File: src/rtl/adc_pkg.sv
// Shared state encodings, default geometry and small helpers for the ADC burst reader.
// No logic of its own.
package adc_pkg;

   typedef enum logic [2:0] {
      S_IDLE = 3'd0,
      S_CONV = 3'd1,
      S_WAIT = 3'd2,
      S_READ = 3'd3,
      S_ACC  = 3'd4
   } state_t;

   localparam int NBIT_DEF    = 14;
   localparam int NLANE_DEF   = 2;
   localparam int CLKDIV_DEF  = 2;
   localparam int MAXAVG_DEF  = 4;
   localparam int TIMEOUT_DEF = 255;

   // Averaging depth requested by the host, limited to what the accumulators can hold.
   function automatic logic [2:0] clamp_navg(input logic [2:0] n, input int unsigned maxavg);
      if (32'(n) > maxavg) begin
         return 3'(maxavg);
      end
      return n;
   endfunction

endpackage

File: src/rtl/adc_burst_reader_if.sv
// Host/converter-facing signal bundle of the burst reader; the reader takes the slave
// side, whoever issues bursts and models the converter pins takes the master side.
interface adc_burst_reader_if import adc_pkg::*; #(
   parameter int NBIT  = NBIT_DEF,
   parameter int NLANE = NLANE_DEF
);

   logic                   start;
   logic [2:0]             navg;
   logic                   busy;
   logic [NLANE-1:0]       dout;
   logic                   cnvst_n;
   logic                   cs_n;
   logic                   sclk;
   logic [NLANE*NBIT-1:0]  data_out;
   logic                   rdy;
   logic                   done;
   logic                   err;
   logic [2:0]             state;

   modport master (
      output start, navg, busy, dout,
      input  cnvst_n, cs_n, sclk, data_out, rdy, done, err, state
   );

   modport slave (
      input  start, navg, busy, dout,
      output cnvst_n, cs_n, sclk, data_out, rdy, done, err, state
   );

endinterface

File: src/rtl/adc_lane_acc.sv
// One DOUT lane: MSB-first shift register, wide accumulator and averaged result register.
// The result loads in the same cycle as the final accumulate, so it includes that sample.
module adc_lane_acc import adc_pkg::*; #(
   parameter int NBIT   = NBIT_DEF,
   parameter int MAXAVG = MAXAVG_DEF,
   parameter int SIGNED = 1
) (
   input  logic            clk,
   input  logic            rst,
   input  logic            clr,
   input  logic            shift_en,
   input  logic            din,
   input  logic            acc_en,
   input  logic            load_en,
   input  logic [2:0]      nsh,
   output logic [NBIT-1:0] result
);

   localparam int AW = NBIT + MAXAVG;

   logic [NBIT-1:0] sr;
   logic [AW-1:0]   acc;
   logic [AW-1:0]   sample_ext;
   logic [AW-1:0]   sum;
   logic [NBIT-1:0] avg;

   always_comb begin
      sample_ext = (SIGNED != 0) ? {{MAXAVG{sr[NBIT-1]}}, sr} : {{MAXAVG{1'b0}}, sr};
      sum        = acc + sample_ext;
      // Arithmetic shift floors toward minus infinity for negative sums.
      if (SIGNED != 0) begin
         avg = NBIT'($signed(sum) >>> nsh);
      end else begin
         avg = NBIT'(sum >> nsh);
      end
   end

   always_ff @(posedge clk) begin
      if (rst) begin
         sr     <= '0;
         acc    <= '0;
         result <= '0;
      end else begin
         if (shift_en) begin
            sr <= {sr[NBIT-2:0], din};
         end
         if (clr) begin
            acc <= '0;
         end else if (acc_en) begin
            acc <= sum;
         end
         if (load_en) begin
            result <= avg;
         end
      end
   end

endmodule

File: src/rtl/adc_burst_reader.sv
// Burst reader for a multi-lane serial ADC: runs 2^navg conversions and outputs per-lane averages.
// Burst latency is per conversion CONV+WAIT (busy driven) + 2*CLKDIV*NBIT read + 1 accumulate cycle.
module adc_burst_reader import adc_pkg::*; #(
   parameter int NBIT    = NBIT_DEF,
   parameter int NLANE   = NLANE_DEF,
   parameter int CLKDIV  = CLKDIV_DEF,
   parameter int MAXAVG  = MAXAVG_DEF,
   parameter int TIMEOUT = TIMEOUT_DEF,
   parameter int SIGNED  = 1
) (
   input  logic             clk,
   input  logic             rst,
   adc_burst_reader_if.slave bus
);

   localparam int TW = $clog2(TIMEOUT + 1);
   localparam int PW = $clog2(2 * CLKDIV);
   localparam int BW = $clog2(NBIT);

   localparam logic [TW-1:0] TO_LAST    = TW'(TIMEOUT - 1);
   localparam logic [PW-1:0] PH_LAST    = PW'(2 * CLKDIV - 1);
   localparam logic [PW-1:0] PH_HI_LAST = PW'(CLKDIV - 1);
   localparam logic [BW-1:0] BIT_LAST   = BW'(NBIT - 1);

   state_t          state_q, state_d;
   logic            cnvst_n_q, cnvst_n_d;
   logic            cs_n_q, cs_n_d;
   logic            sclk_q, sclk_d;
   logic            done_q, done_d;
   logic            err_q, err_d;
   logic [TW-1:0]   tcnt_q, tcnt_d;
   logic [PW-1:0]   ph_q, ph_d;
   logic [BW-1:0]   bit_q, bit_d;
   logic [7:0]      conv_q, conv_d;
   logic [2:0]      navg_q, navg_d;

   logic            clr;
   logic            shift_en;
   logic            acc_en;
   logic            load_en;
   logic            last_conv;
   logic [NLANE*NBIT-1:0] data_all;

   assign last_conv = (conv_q == ((8'd1 << navg_q) - 8'd1));

   always_ff @(posedge clk) begin
      if (rst) begin
         state_q   <= S_IDLE;
         cnvst_n_q <= 1'b1;
         cs_n_q    <= 1'b1;
         sclk_q    <= 1'b1;
         done_q    <= 1'b0;
         err_q     <= 1'b0;
         tcnt_q    <= '0;
         ph_q      <= '0;
         bit_q     <= '0;
         conv_q    <= '0;
         navg_q    <= '0;
      end else begin
         state_q   <= state_d;
         cnvst_n_q <= cnvst_n_d;
         cs_n_q    <= cs_n_d;
         sclk_q    <= sclk_d;
         done_q    <= done_d;
         err_q     <= err_d;
         tcnt_q    <= tcnt_d;
         ph_q      <= ph_d;
         bit_q     <= bit_d;
         conv_q    <= conv_d;
         navg_q    <= navg_d;
      end
   end

   always_comb begin
      state_d   = state_q;
      cnvst_n_d = cnvst_n_q;
      cs_n_d    = cs_n_q;
      sclk_d    = sclk_q;
      done_d    = 1'b0;
      err_d     = err_q;
      tcnt_d    = tcnt_q;
      ph_d      = ph_q;
      bit_d     = bit_q;
      conv_d    = conv_q;
      navg_d    = navg_q;
      clr       = 1'b0;
      shift_en  = 1'b0;
      acc_en    = 1'b0;
      load_en   = 1'b0;

      case (state_q)
         S_IDLE: begin
            if (bus.start) begin
               state_d   = S_CONV;
               cnvst_n_d = 1'b0;
               navg_d    = clamp_navg(bus.navg, MAXAVG);
               clr       = 1'b1;
               err_d     = 1'b0;
               tcnt_d    = '0;
               conv_d    = '0;
            end
         end

         S_CONV, S_WAIT: begin
            // One timer spans both phases; expiry abandons the burst and keeps old results.
            if (tcnt_q == TO_LAST) begin
               state_d   = S_IDLE;
               err_d     = 1'b1;
               done_d    = 1'b1;
               cnvst_n_d = 1'b1;
               cs_n_d    = 1'b1;
               sclk_d    = 1'b1;
            end else begin
               tcnt_d = tcnt_q + TW'(1);
               if (state_q == S_CONV && bus.busy) begin
                  state_d   = S_WAIT;
                  cnvst_n_d = 1'b1;
               end else if (state_q == S_WAIT && !bus.busy) begin
                  state_d = S_READ;
                  cs_n_d  = 1'b0;
                  sclk_d  = 1'b1;
                  ph_d    = '0;
                  bit_d   = '0;
               end
            end
         end

         S_READ: begin
            if (ph_q == PH_LAST) begin
               ph_d   = '0;
               sclk_d = 1'b1;
               if (bit_q == BIT_LAST) begin
                  state_d = S_ACC;
                  cs_n_d  = 1'b1;
               end else begin
                  bit_d = bit_q + BW'(1);
               end
            end else begin
               ph_d = ph_q + PW'(1);
               // Lanes capture on the final high cycle, i.e. coincident with the falling SCLK edge.
               if (ph_q == PH_HI_LAST) begin
                  shift_en = 1'b1;
                  sclk_d   = 1'b0;
               end
            end
         end

         S_ACC: begin
            acc_en = 1'b1;
            conv_d = conv_q + 8'd1;
            if (last_conv) begin
               state_d = S_IDLE;
               load_en = 1'b1;
               done_d  = 1'b1;
            end else begin
               state_d   = S_CONV;
               cnvst_n_d = 1'b0;
               tcnt_d    = '0;
            end
         end

         default: begin
            state_d = S_IDLE;
         end
      endcase
   end

   for (genvar l = 0; l < NLANE; l++) begin : g_lane
      adc_lane_acc #(
         .NBIT   (NBIT),
         .MAXAVG (MAXAVG),
         .SIGNED (SIGNED)
      ) u_lane (
         .clk      (clk),
         .rst      (rst),
         .clr      (clr),
         .shift_en (shift_en),
         .din      (bus.dout[l]),
         .acc_en   (acc_en),
         .load_en  (load_en),
         .nsh      (navg_q),
         .result   (data_all[l*NBIT +: NBIT])
      );
   end

   assign bus.cnvst_n  = cnvst_n_q;
   assign bus.cs_n     = cs_n_q;
   assign bus.sclk     = sclk_q;
   assign bus.data_out = data_all;
   assign bus.rdy      = (state_q == S_IDLE);
   assign bus.done     = done_q;
   assign bus.err      = err_q;
   assign bus.state    = state_q;

endmodule
File: src/flat_wrapper.sv
// flat-port wrapper written by rule: the top's interface ports become plain ports
module adc_burst_reader_flat import adc_pkg::*;
#(
   parameter int NBIT    = NBIT_DEF,
   parameter int NLANE   = NLANE_DEF,
   parameter int CLKDIV  = CLKDIV_DEF,
   parameter int MAXAVG  = MAXAVG_DEF,
   parameter int TIMEOUT = TIMEOUT_DEF,
   parameter int SIGNED  = 1
)
  (clk, rst, bus_start, bus_navg, bus_busy, bus_dout, bus_cnvst_n, bus_cs_n, bus_sclk, bus_data_out, bus_rdy, bus_done, bus_err, bus_state);
  adc_burst_reader_if #(.NBIT(NBIT), .NLANE(NLANE)) bus_i ();
  input  logic clk;
  input  logic rst;
  input wire logic [$bits(bus_i.start)-1:0] bus_start;
  input wire logic [$bits(bus_i.navg)-1:0] bus_navg;
  input wire logic [$bits(bus_i.busy)-1:0] bus_busy;
  input wire logic [$bits(bus_i.dout)-1:0] bus_dout;
  output wire logic [$bits(bus_i.cnvst_n)-1:0] bus_cnvst_n;
  output wire logic [$bits(bus_i.cs_n)-1:0] bus_cs_n;
  output wire logic [$bits(bus_i.sclk)-1:0] bus_sclk;
  output wire logic [$bits(bus_i.data_out)-1:0] bus_data_out;
  output wire logic [$bits(bus_i.rdy)-1:0] bus_rdy;
  output wire logic [$bits(bus_i.done)-1:0] bus_done;
  output wire logic [$bits(bus_i.err)-1:0] bus_err;
  output wire logic [$bits(bus_i.state)-1:0] bus_state;
  assign bus_i.start = bus_start;
  assign bus_i.navg = bus_navg;
  assign bus_i.busy = bus_busy;
  assign bus_i.dout = bus_dout;
  assign bus_cnvst_n = bus_i.cnvst_n;
  assign bus_cs_n = bus_i.cs_n;
  assign bus_sclk = bus_i.sclk;
  assign bus_data_out = bus_i.data_out;
  assign bus_rdy = bus_i.rdy;
  assign bus_done = bus_i.done;
  assign bus_err = bus_i.err;
  assign bus_state = bus_i.state;
  adc_burst_reader #(.NBIT(NBIT), .NLANE(NLANE), .CLKDIV(CLKDIV), .MAXAVG(MAXAVG), .TIMEOUT(TIMEOUT), .SIGNED(SIGNED)) u_core (.clk(clk), .rst(rst), .bus(bus_i));
endmodule
File: config.mk
export PLATFORM = sky130hd
export DESIGN_NAME = adc_burst_reader_flat
export DESIGN_NICKNAME = d
export VERILOG_FILES = /design/src/rtl/adc_pkg.sv /design/src/rtl/adc_burst_reader_if.sv /design/src/rtl/adc_lane_acc.sv /design/src/rtl/adc_burst_reader.sv /design/src/flat_wrapper.sv
export SDC_FILE = /design/constraint.sdc
export NUM_CORES = 1
export LEC_CHECK = 0
export ABC_CLOCK_PERIOD_IN_PS = 9300
export CORE_MARGIN = 2
export CORE_UTILIZATION = 55
export CTS_BUF_LIST = sky130_fd_sc_hd__clkbuf_4 sky130_fd_sc_hd__clkbuf_8
export DETAILED_ROUTE_END_ITERATION = 6
export GPL_ROUTABILITY_DRIVEN = 0
export PLACE_DENSITY = 0.79
export SYNTH_ARGS = -nofsm -noshare
export SYNTH_HDL_FRONTEND = slang
export SYNTH_SLANG_ARGS = --single-unit
File: constraint.sdc
create_clock -name clk -period 9.3 [get_ports clk]
set_input_delay 1.86 -clock clk [delete_from_list [all_inputs] [get_ports clk]]
set_output_delay 1.86 -clock clk [all_outputs]
set_load 0.1 [all_outputs]
==> results of run 1 <==
-- worst max-delay path by stage --
stage                             start                         endpoint  slack [ns]  depth (start not counted)
floorplan           u_core.bus.state[1]                          bus_rdy        4.28                          2
global placement                    rst  u_core.g_lane[1].u_lane.acc[13]        5.28                          6
detailed placement                  rst  u_core.g_lane[1].u_lane.acc[13]        5.24                          6
CTS                 u_core.bus.state[0]                          bus_rdy        4.84                          2
global route        u_core.bus.state[0]                          bus_rdy        4.78                          2
finish              u_core.bus.state[0]                          bus_rdy        4.83                          2
-- sequential cells by signal, summed over array words and instances, names as in the netlist, 2 cells and up --
register and count:
u_core.navg_q 3, u_core.bit_q 4, u_core.tcnt_q 8, u_core.g_lane.u_lane.acc 36, u_core.g_lane.u_lane.sr 28, u_core.bus.state 3
u_core.conv_q 8, u_core.g_lane.u_lane.result 28, u_core.ph_q 2
-- per-stage QoR --
stage | cells | worst slack (ns)
final | 1344 | 4.834
after global routing | 1344 | 4.779
after CTS | 1344 | 4.844
after detailed placement | 1314 | 5.241
after global placement | 1314 | 5.279
after floorplan | 1122 | 4.283
-- area by class of cell --
class                           count  area [um^2]
Fill cell                        1365         5793
Clock buffer                       23        304.0
Sequential cell                   125         2502
Inverter                           26        97.59
Clock inverter                      7        87.58
Timing Repair Buffer               53        505.5
Multi-Input combinational cell    899         5761
Tap cell                          211        264.0
-- cell families after synthesis --
| kind of cell | after synthesis | share of synthesized area [%] |
|---|---|---|
| AND/OR/NAND/NOR | 441 | 23.10 |
| XOR/XNOR | 38 | 4.011 |
| adder cells (fa/ha/maj) | 44 | 6.521 |
| AO/OA/AOI/OAI | 344 | 27.60 |
| buffers and inverters | 98 | 4.776 |
| flip-flops | 125 | 28.86 |
| multiplexers | 32 | 5.136 |
-- synth_stat cells (14+ instances only) --
library cell | number | area share, %
a21oi_1 | 122 | 7.0
a21o_1 | 15 | 1.3
dfxtp_1 | 125 | 29
clkbuf_1 | 39 | 1.7
buf_2 | 18 | 1.0
xor2_1 | 19 | 1.9
nand3_1 | 33 | 1.9
nand2_1 | 160 | 6.9
ha_1 | 42 | 6.1
xnor2_1 | 17 | 1.7
a211oi_1 | 35 | 3.0
inv_1 | 25 | 1.1
nor3_1 | 30 | 1.7
o21ai_0 | 38 | 2.2
nand2b_1 | 14 | 1.0
nor2_1 | 135 | 5.8
mux2i_1 | 16 | 1.8
-- routing by layer --
| metal | global-route usage [%] | routed length, um | share of wire, % | vias up |
|---|---|---|---|---|
| met3 | 6.606 | 1711 | 7.7 | 39 |
| met1 | 38.23 | 10600 | 48 | 3819 |
| met5 | 0 | 0 | 0 | - |
| li1 | - | - | - | 4060 |
| met2 | 39.61 | 9457 | 43 | 301 |
| met4 | 7.464 | 331 | 1.5 | 0 |
-- power breakdown --
part / leakage (nW) / internal [W] / switching (W) / total, W
registers: 1.01 / 0.000553 / 0.0000280 / 0.000581
clock network: 0.204 / 0.000267 / 0.000209 / 0.000477
logic: 2.40 / 0.000124 / 0.000302 / 0.000426
-- worst min-delay path, cell delays in order, from the launching register on --
cell and delay (ns):
dfxtp_1 0.31, nand2_1 0.05, a21oi_1 0.05
==> results.yml, run 1 <==
sta:
  min_period_over_period_pct: 48.02
  slew_viol_final: 0
  maxSlewHeadroom_pct: 24.47
  tns_ns: 0
  worst_hold_slack_ns: 0.4570
  fin_skew_ns: 0.01145
  fin_crit_ns: 4.466
  hold_violations: 0
  tightestPinTransition_ns: 1.133
  max_freq_ghz: 0.2239
  rsz0062_at_grt: "false"
  setup_violations: 0
routing:
  drt_iter0_drc: 890
  drc: 0
  postRouteAntennaNets: 0
  wl_per_cell_um: 16.44
  vias_per_cell: 6.115
  postRouteWirelength_mm: 22.10
  num_vias: 8219
  first_pass_iters: 5
setup_path:
  critPathBufInv: 1
  cp-start-kind: "flop"
  cp.required_ns: 7.44
  path_cells: "nor3_1 -> clkdlybuf4s50_1"
  end_kind: "output port"
  critPathArrivalTime_ns: 2.61
  rrSetupSlack_ns: 5.25
  r2r-start: "u_core.navg_q[1]"
  crit_slowest_cell: "clkdlybuf4s50_1"
  critPathKind: "reg -> out"
  rr_endpoint: "u_core.g_lane[0].u_lane.result[9]"
  slowest_delay_ns: 1.22
  path_max_fanout: 19
  reg2regPathDepth: 13
  critical-path-top-delay-family: "buffers and inverters"
floorplanning:
  io_pins: 46
  rows: 45
  core_mm2: 0.01531
  initial_core_util_pct: 56.63
  die_w_um: 129.6
  die_area_mm2: 0.01679
  die_h_um: 129.6
global_route:
  antenna_found_initial: 0
  grt_pass1_vias: 7210
  grt_first_pass_wirelength_mm: 35.78
  grt_max_degree: 73
  grt_overflow: 0
  gr-usage-all-layers_pct: 26.58
clock_network:
  path_clk_slew_ns: 0.07
  htreeDepth: 4
  insertion_delay_ns: 0.46
  cts-hold-fix-buffers: 0
  postCtsResizedCells: 0
  post_cts_buffers: 0
  clockBufferDepth: 2
  cts-root-buf: "clkbuf_8"
  cts_tree: "yes"
  clock_sinks: 125
  cts-buffers-inserted: 17
logic_synthesis:
  synth-seq-cells: 125
  synth_edf_count: 0
  synth_nets: 1175
  yosysUniqueCellTypes: 101
  synth-main-ff-cell: "dfxtp_1"
  synthesis.instances: 1122
  syn_area_mm2: 0.008672
  synth.avg_cell_area_um2: 7.729
  ys_warn_count: 0
  async_reset_ff_share_pct: 0
  ys_seq_area_share_pct: 28.86
power:
  power.density_mw_per_mm2: 155.8
  peakVddDrop_mv: 0.1001
  cellLeakagePower_nw: 3.614
  power_w: 0.001484
layout:
  area_growth_pct: 9.797
  design_area_mm2: 0.009522
  nets: 1175
  diodes: 0
  final_common_cell: "nand2_1"
  post-route-util_pct: 62.17
  final_cell_mix: "nand2_1, nor2_1, dfxtp_1, a21oi_1, clkdlybuf4s50_1"
  drive_above_1_share_pct: 8.297
min_path:
  hold_depth: 2
  hp-class: "reg -> reg"
  whs_endpoint: "u_core.g_lane[1].u_lane.acc[9]"
  hold_start: "u_core.g_lane[1].u_lane.acc[9]"
job:
  drv_cap: 0
place:
  portBuffers: 45
  place_area_mm2: 0.009130
  dpl.hpwl_mm: 15.84
outcome:
  status: "completed"
No activity file was read; power rests on OpenSTA's default activity.
==> run 2, diff against run 1 <==
--- a/config.mk
+++ b/config.mk
@@ -5,7 +5,7 @@
 export SDC_FILE = /design/constraint.sdc
 export NUM_CORES = 1
 export LEC_CHECK = 0
-export ABC_CLOCK_PERIOD_IN_PS = 9300
+export ABC_CLOCK_PERIOD_IN_PS = 4200
 export CORE_MARGIN = 2
 export CORE_UTILIZATION = 55
 export CTS_BUF_LIST = sky130_fd_sc_hd__clkbuf_4 sky130_fd_sc_hd__clkbuf_8
==> constraint.sdc (replaced) <==
create_clock -name clk -period 4.2 [get_ports clk]
set_input_delay 0.84 -clock clk [delete_from_list [all_inputs] [get_ports clk]]
set_output_delay 0.84 -clock clk [all_outputs]
set_load 0.1 [all_outputs]
==> run 2 against run 1 <==
Net effect: first-iteration DRC count down 21%; clock power up 97%; clock skew up 0.0018 ns; sequential cell count unchanged; critical path depth up 9; largest cell class unchanged.
==> results.yml, run 2 (synthesis results as in run 1) <==
setup_path:
  cp.required_ns: 4.57
  crit_path_start: "u_core.navg_q[1]"
  cp-start-kind: "flop"
  path_max_fanout: 44
  critPathBufInv: 2
  crit_slowest_cell: "o2111a_1"
  r2r-start: "u_core.navg_q[1]"
  slowest_delay_ns: 0.78
  path_cells: "buf_4 -> inv_1 -> nand3_1 -> ha_1 -> xnor2_1 -> a21oi_1 -> a2111oi_4 -> o2111a_1 -> and2_1 -> a22oi_1 -> o31ai_1"
  critPathKind: "reg -> reg"
  end_kind: "flop"
  critical-path-top-delay-family: "compound AO/OA/AOI/OAI gates"
  critPathArrivalTime_ns: 3.81
routing:
  postRouteWirelength_mm: 22.15
  first_pass_iters: 5
  drt_iter0_drc: 701
  vias_per_cell: 6.251
  postRouteAntennaNets: 0
  drc: 0
  num_vias: 8439
  wl_per_cell_um: 16.40
outcome:
  status: "completed"
sta:
  rsz0062_at_grt: "false"
  tightestPinTransition_ns: 1.135
  fin_skew_ns: 0.01321
  worst_hold_slack_ns: 0.4489
  slew_viol_final: 0
  min_period_over_period_pct: 81.84
  setup_violations: 0
  hold_violations: 0
  max_freq_ghz: 0.2909
  tns_ns: 0
  maxSlewHeadroom_pct: 24.35
  fin_crit_ns: 3.437
clock_network:
  htreeDepth: 4
  clock_sinks: 125
  postCtsResizedCells: 0
  insertion_delay_ns: 0.46
  cts-buffers-inserted: 17
  path_clk_slew_ns: 0.08
  cts_tree: "yes"
  cts-root-buf: "clkbuf_8"
  cts-hold-fix-buffers: 0
  post_cts_buffers: 0
  clockBufferDepth: 2
floorplanning:
  die_h_um: 129.6
  initial_core_util_pct: 56.63
  core_mm2: 0.01531
  rows: 45
  die_w_um: 129.6
  die_area_mm2: 0.01679
  io_pins: 46
layout:
  top_regs: "u_core.g_lane.u_lane.acc: 36 flops, u_core.g_lane.u_lane.result: 28 flops, u_core.g_lane.u_lane.sr: 28 flops"
  area_growth_pct: 9.667
  top_register: "u_core.g_lane.u_lane.acc"
  post-route-util_pct: 62.10
  final_common_cell: "nand2_1"
  multi_input_area_mm2: 0.005766
  drive_above_1_share_pct: 8.867
  final_cell_mix: "nand2_1, nor2_1, dfxtp_1, a21oi_1, clkdlybuf4s50_1"
  regArea_mm2: 0.002502
  diodes: 0
  nets: 1179
  largest_reg_flops: 36
  nFillCells: 1387
  design_area_mm2: 0.009510
global_route:
  grtUsageMet3_pct: 6.069
  grt_overflow: 0
  gr-usage-all-layers_pct: 27.46
  grt_first_pass_wirelength_mm: 37.14
  grt_pass1_vias: 7384
  grt_max_degree: 50
  busiest_layer: "met2"
  gr-usage-met2_pct: 40.28
  antenna_found_initial: 0
  grtUsageMet1_pct: 40.10
min_path:
  hold_start: "u_core.bus.err"
  hp-class: "reg -> reg"
place:
  dpl.hpwl_mm: 15.92
  portBuffers: 45
  place_area_mm2: 0.009165
power:
  power_w: 0.003180
  cellLeakagePower_nw: 3.595
  peakVddDrop_mv: 0.2075
  power.density_mw_per_mm2: 334.4
job:
  drv_cap: 0
==> run 2: changes by cell type in the layout (fill, tap and decap cells not counted) <==
cell        delta
buf_4          +4
clkinv_4       +3
clkbuf_4       -2
bufinv_16      -2
clkbuf_8       -3
inv_6          +1
nor3_1         -1
nor3_2         +1
clkinvlp_4     +4
clkinv_2       +1
==> run 2: per-layer routing <==
layer	up-vias	routed length, um	share of wire [%]
met5	-	0	0
met4	0	381	1.7
met3	37	1550	7.0
met2	327	9416	43
met1	3990	10800	49
li1	4085	-	-
==> run 2: area by class of cell <==
cell class,count,share of cell area (%)
inverters,26,1.026
well taps,211,2.776
repair buffers,57,5.631
clock buffers,18,2.605
flip-flops and latches,125,26.31
clock inverters,14,1.026
multi-input cells,899,60.62
==> run 2: worst min-delay path, delay by kind of cell (launching register included) <==
family	cells	cell delay, ns
DFF	1	0.32
AOI/OAI and AO/OA	1	0.05
buffers and inverters	1	0.05
==> run 2: stage by stage <==
stage / instances / setup WS (ns)
final: 1350 / 0.7627
after global routing: 1350 / 0.4918
after CTS: 1350 / 0.8198
after detailed placement: 1318 / 0.8436
after global placement: 1318 / 0.9457
after floorplan: 1122 / 0.6673
==> run 2: path summary, 6_finish.rpt <==
kind,endpoint,slack [ns],depth (start not counted)
setup reg to reg,u_core.g_lane[1].u_lane.result[10],0.76,11
hold reg to reg,u_core.bus.err,0.45,2
hold / removal,u_core.bus.err,0.45,2
setup / recovery,u_core.g_lane[1].u_lane.result[10],0.76,11
==> run 2: power by group <==
part,internal (W),leakage [nW],switching (W)
sequential,0.00122,1.01,0.0000652
combinational,0.000282,2.42,0.000668
clock,0.000419,0.167,0.000522
total,0.00193,3.60,0.00126
==> RTL change: new RTL, flow settings as in run 2 <==
`SIGNED` is set to 1 in 3 places; all go to 0.
--- a/src/rtl/adc_lane_acc.sv
+++ b/src/rtl/adc_lane_acc.sv
@@ -4,5 +4,5 @@
    parameter int NBIT   = NBIT_DEF,
    parameter int MAXAVG = MAXAVG_DEF,
-   parameter int SIGNED = 1
+   parameter int SIGNED = 0
 ) (
    input  logic            clk,
--- a/src/rtl/adc_burst_reader.sv
+++ b/src/rtl/adc_burst_reader.sv
@@ -7,5 +7,5 @@
    parameter int MAXAVG  = MAXAVG_DEF,
    parameter int TIMEOUT = TIMEOUT_DEF,
-   parameter int SIGNED  = 1
+   parameter int SIGNED  = 0
 ) (
    input  logic             clk,
--- a/src/flat_wrapper.sv
+++ b/src/flat_wrapper.sv
@@ -7,5 +7,5 @@
    parameter int MAXAVG  = MAXAVG_DEF,
    parameter int TIMEOUT = TIMEOUT_DEF,
-   parameter int SIGNED  = 1
+   parameter int SIGNED  = 0
 )
   (clk, rst, bus_start, bus_navg, bus_busy, bus_dout, bus_cnvst_n, bus_cs_n, bus_sclk, bus_data_out, bus_rdy, bus_done, bus_err, bus_state);
Formal check against the unedited RTL: same outputs for any inputs over 10 cycles, from zero or initial values and one cycle with rst high; that may be too few to reach the edited logic, so the function may still have changed.
==> RTL change against run 2 <==
Non-clock buffer count up 1. Sequential cell count unchanged. Area after synthesis down 6.2%. Die area down 6.0%. Setup slack better by 0.13 ns. Routed wire length down 9.9%. Final area down 5.1%.
Power is not compared: it rests on default switching activity, and its combinational part moved more than twofold at a synthesized area within 25%.
==> RTL change: results (changes against run 2) <==
slowest stage cell, crit path clkdlybuf4s50_1; Synth Instances 1034 (-7.8%); fraction of layout cells with a size suffix above 1 0.09915 (+0.01048); Worst R2R Start u_core.navg_q[0]; Post-Synth XOR/XNOR Area 0.04401 (+0.003897); critical path peak fanout 16 (-64%); Max stage delay on crit path 1.19 ns (+0.41 ns); largest net degree at the start of global routing 72 (+44%); DR vias 7623 (-9.7%); skew final 0.01051 ns (-0.002696 ns); worst-margin pin slew 1.127 ns (-0.007700 ns); WL per Instance 16.05 um (-2.1%); mux contribution to synthesized area 0.06770 (+0.01634); Synth Area in Compound Gates 0.2494 (-0.02658); hold_ws 0.4594 ns (+0.01053 ns); global-route wire length before repair 33790 um (-9.0%); vias in the first global route 6995 (-5.3%); GRT Util Overall 0.2576 (-0.01697); synth cell count leaders nand2_1 (170), dfxtp_1 (125), a21oi_1 (108), nor2_1 (102), clkbuf_1 (42); part of the Yosys area used for sequential elements 0.3077 (+0.01918); run status completed; Register-to-Register Path Depth 12 (+1); NumNets Final 1093 (-7.3%); R2R Setup Slk 0.92 ns (+0.16 ns); Distinct cells, synth 86 (-15%); highest clock rate 302.8 MHz (+4.1%); DP HPWL 14170 um (-11%)
## RTL change: cell types whose count changed in the layout (fill, tap and decap cells not counted), sizes merged, moves of 5 or more
| cell | delta |
|---|---|
| a22oi | -5 |
| nor4 | -7 |
| o21ai | -12 |
| o211ai | +9 |
| nor2 | -33 |
| o31ai | -6 |
| a211oi | -10 |
| and3 | +6 |
| nand2 | +8 |
| nor2b | -7 |
| ha | -6 |
| nand3 | -9 |
| mux2i | +9 |
| a21oi | -13 |
## RTL change: area by class of cell
type,count,area (um^2),area share
repair buffers,58,543.0,0.06019
clock buffers,18,241.5,0.02677
flip-flops and latches,125,2502,0.2774
clock inverters,14,123.9,0.01373
well taps,184,230.2,0.02552
multi-input cells,820,5290,0.5864
inverters,24,90.09,0.009986
## RTL change: kinds of logic after synthesis
group	count (synthesis)
AOI/OAI and AO/OA	290
xor gates and xnor gates	40
adders and majority gates	38
buffers and inverters	89
DFF	125
muxes	43
and+or+nand+nor	409
## RTL change: per-stage QoR
step / total power, W / utilization
after floorplan: 0.001545 / -
after global placement: 0.001629 / 0.5978
after detailed placement: 0.001635 / 0.5978
after CTS: 0.002609 / 0.6231
after global routing: 0.002695 / 0.6231
final: 0.002603 / 0.6231
## RTL change: per-layer routing
layer / GRT usage / wire [um] / up-vias
met5: 0 / 0 / -
met4: 0.08366 / 302 / 0
met3: 0.05520 / 1388 / 27
li1: - / - / 3747
met1: 0.3701 / 9571 / 3600
met2: 0.3857 / 8694 / 249
## RTL change: worst max path at each step
| stage | to | cells after the start | slack [ns] |
|---|---|---|---|
| after floorplan | u_core.g_lane[0].u_lane.acc[15] | 7 | 0.83 |
| after global placement | u_core.g_lane[0].u_lane.result[6] | 12 | 1.13 |
| after detailed placement | u_core.g_lane[0].u_lane.result[9] | 12 | 0.98 |
| after CTS | bus_rdy | 2 | 0.89 |
| after global routing | u_core.g_lane[0].u_lane.result[6] | 11 | 0.64 |
| final | bus_rdy | 2 | 0.90 |
## RTL change: power breakdown
group	switching, W	internal, W	total (W)	leakage (nW)
Clock	0.000520	0.000471	0.000991	0.178
Combinational	0.000274	0.000115	0.000389	2.21
Sequential	0.0000244	0.00120	0.00122	1.01
Total	0.000818	0.00179	0.00260	3.40
## RTL change: critical path, delay by kind of cell (launching register included)
family	cells	cell delay, ns
AND/OR/NAND/NOR	1	0.34
flip-flops	1	0.47
buffers and inverters	1	1.19
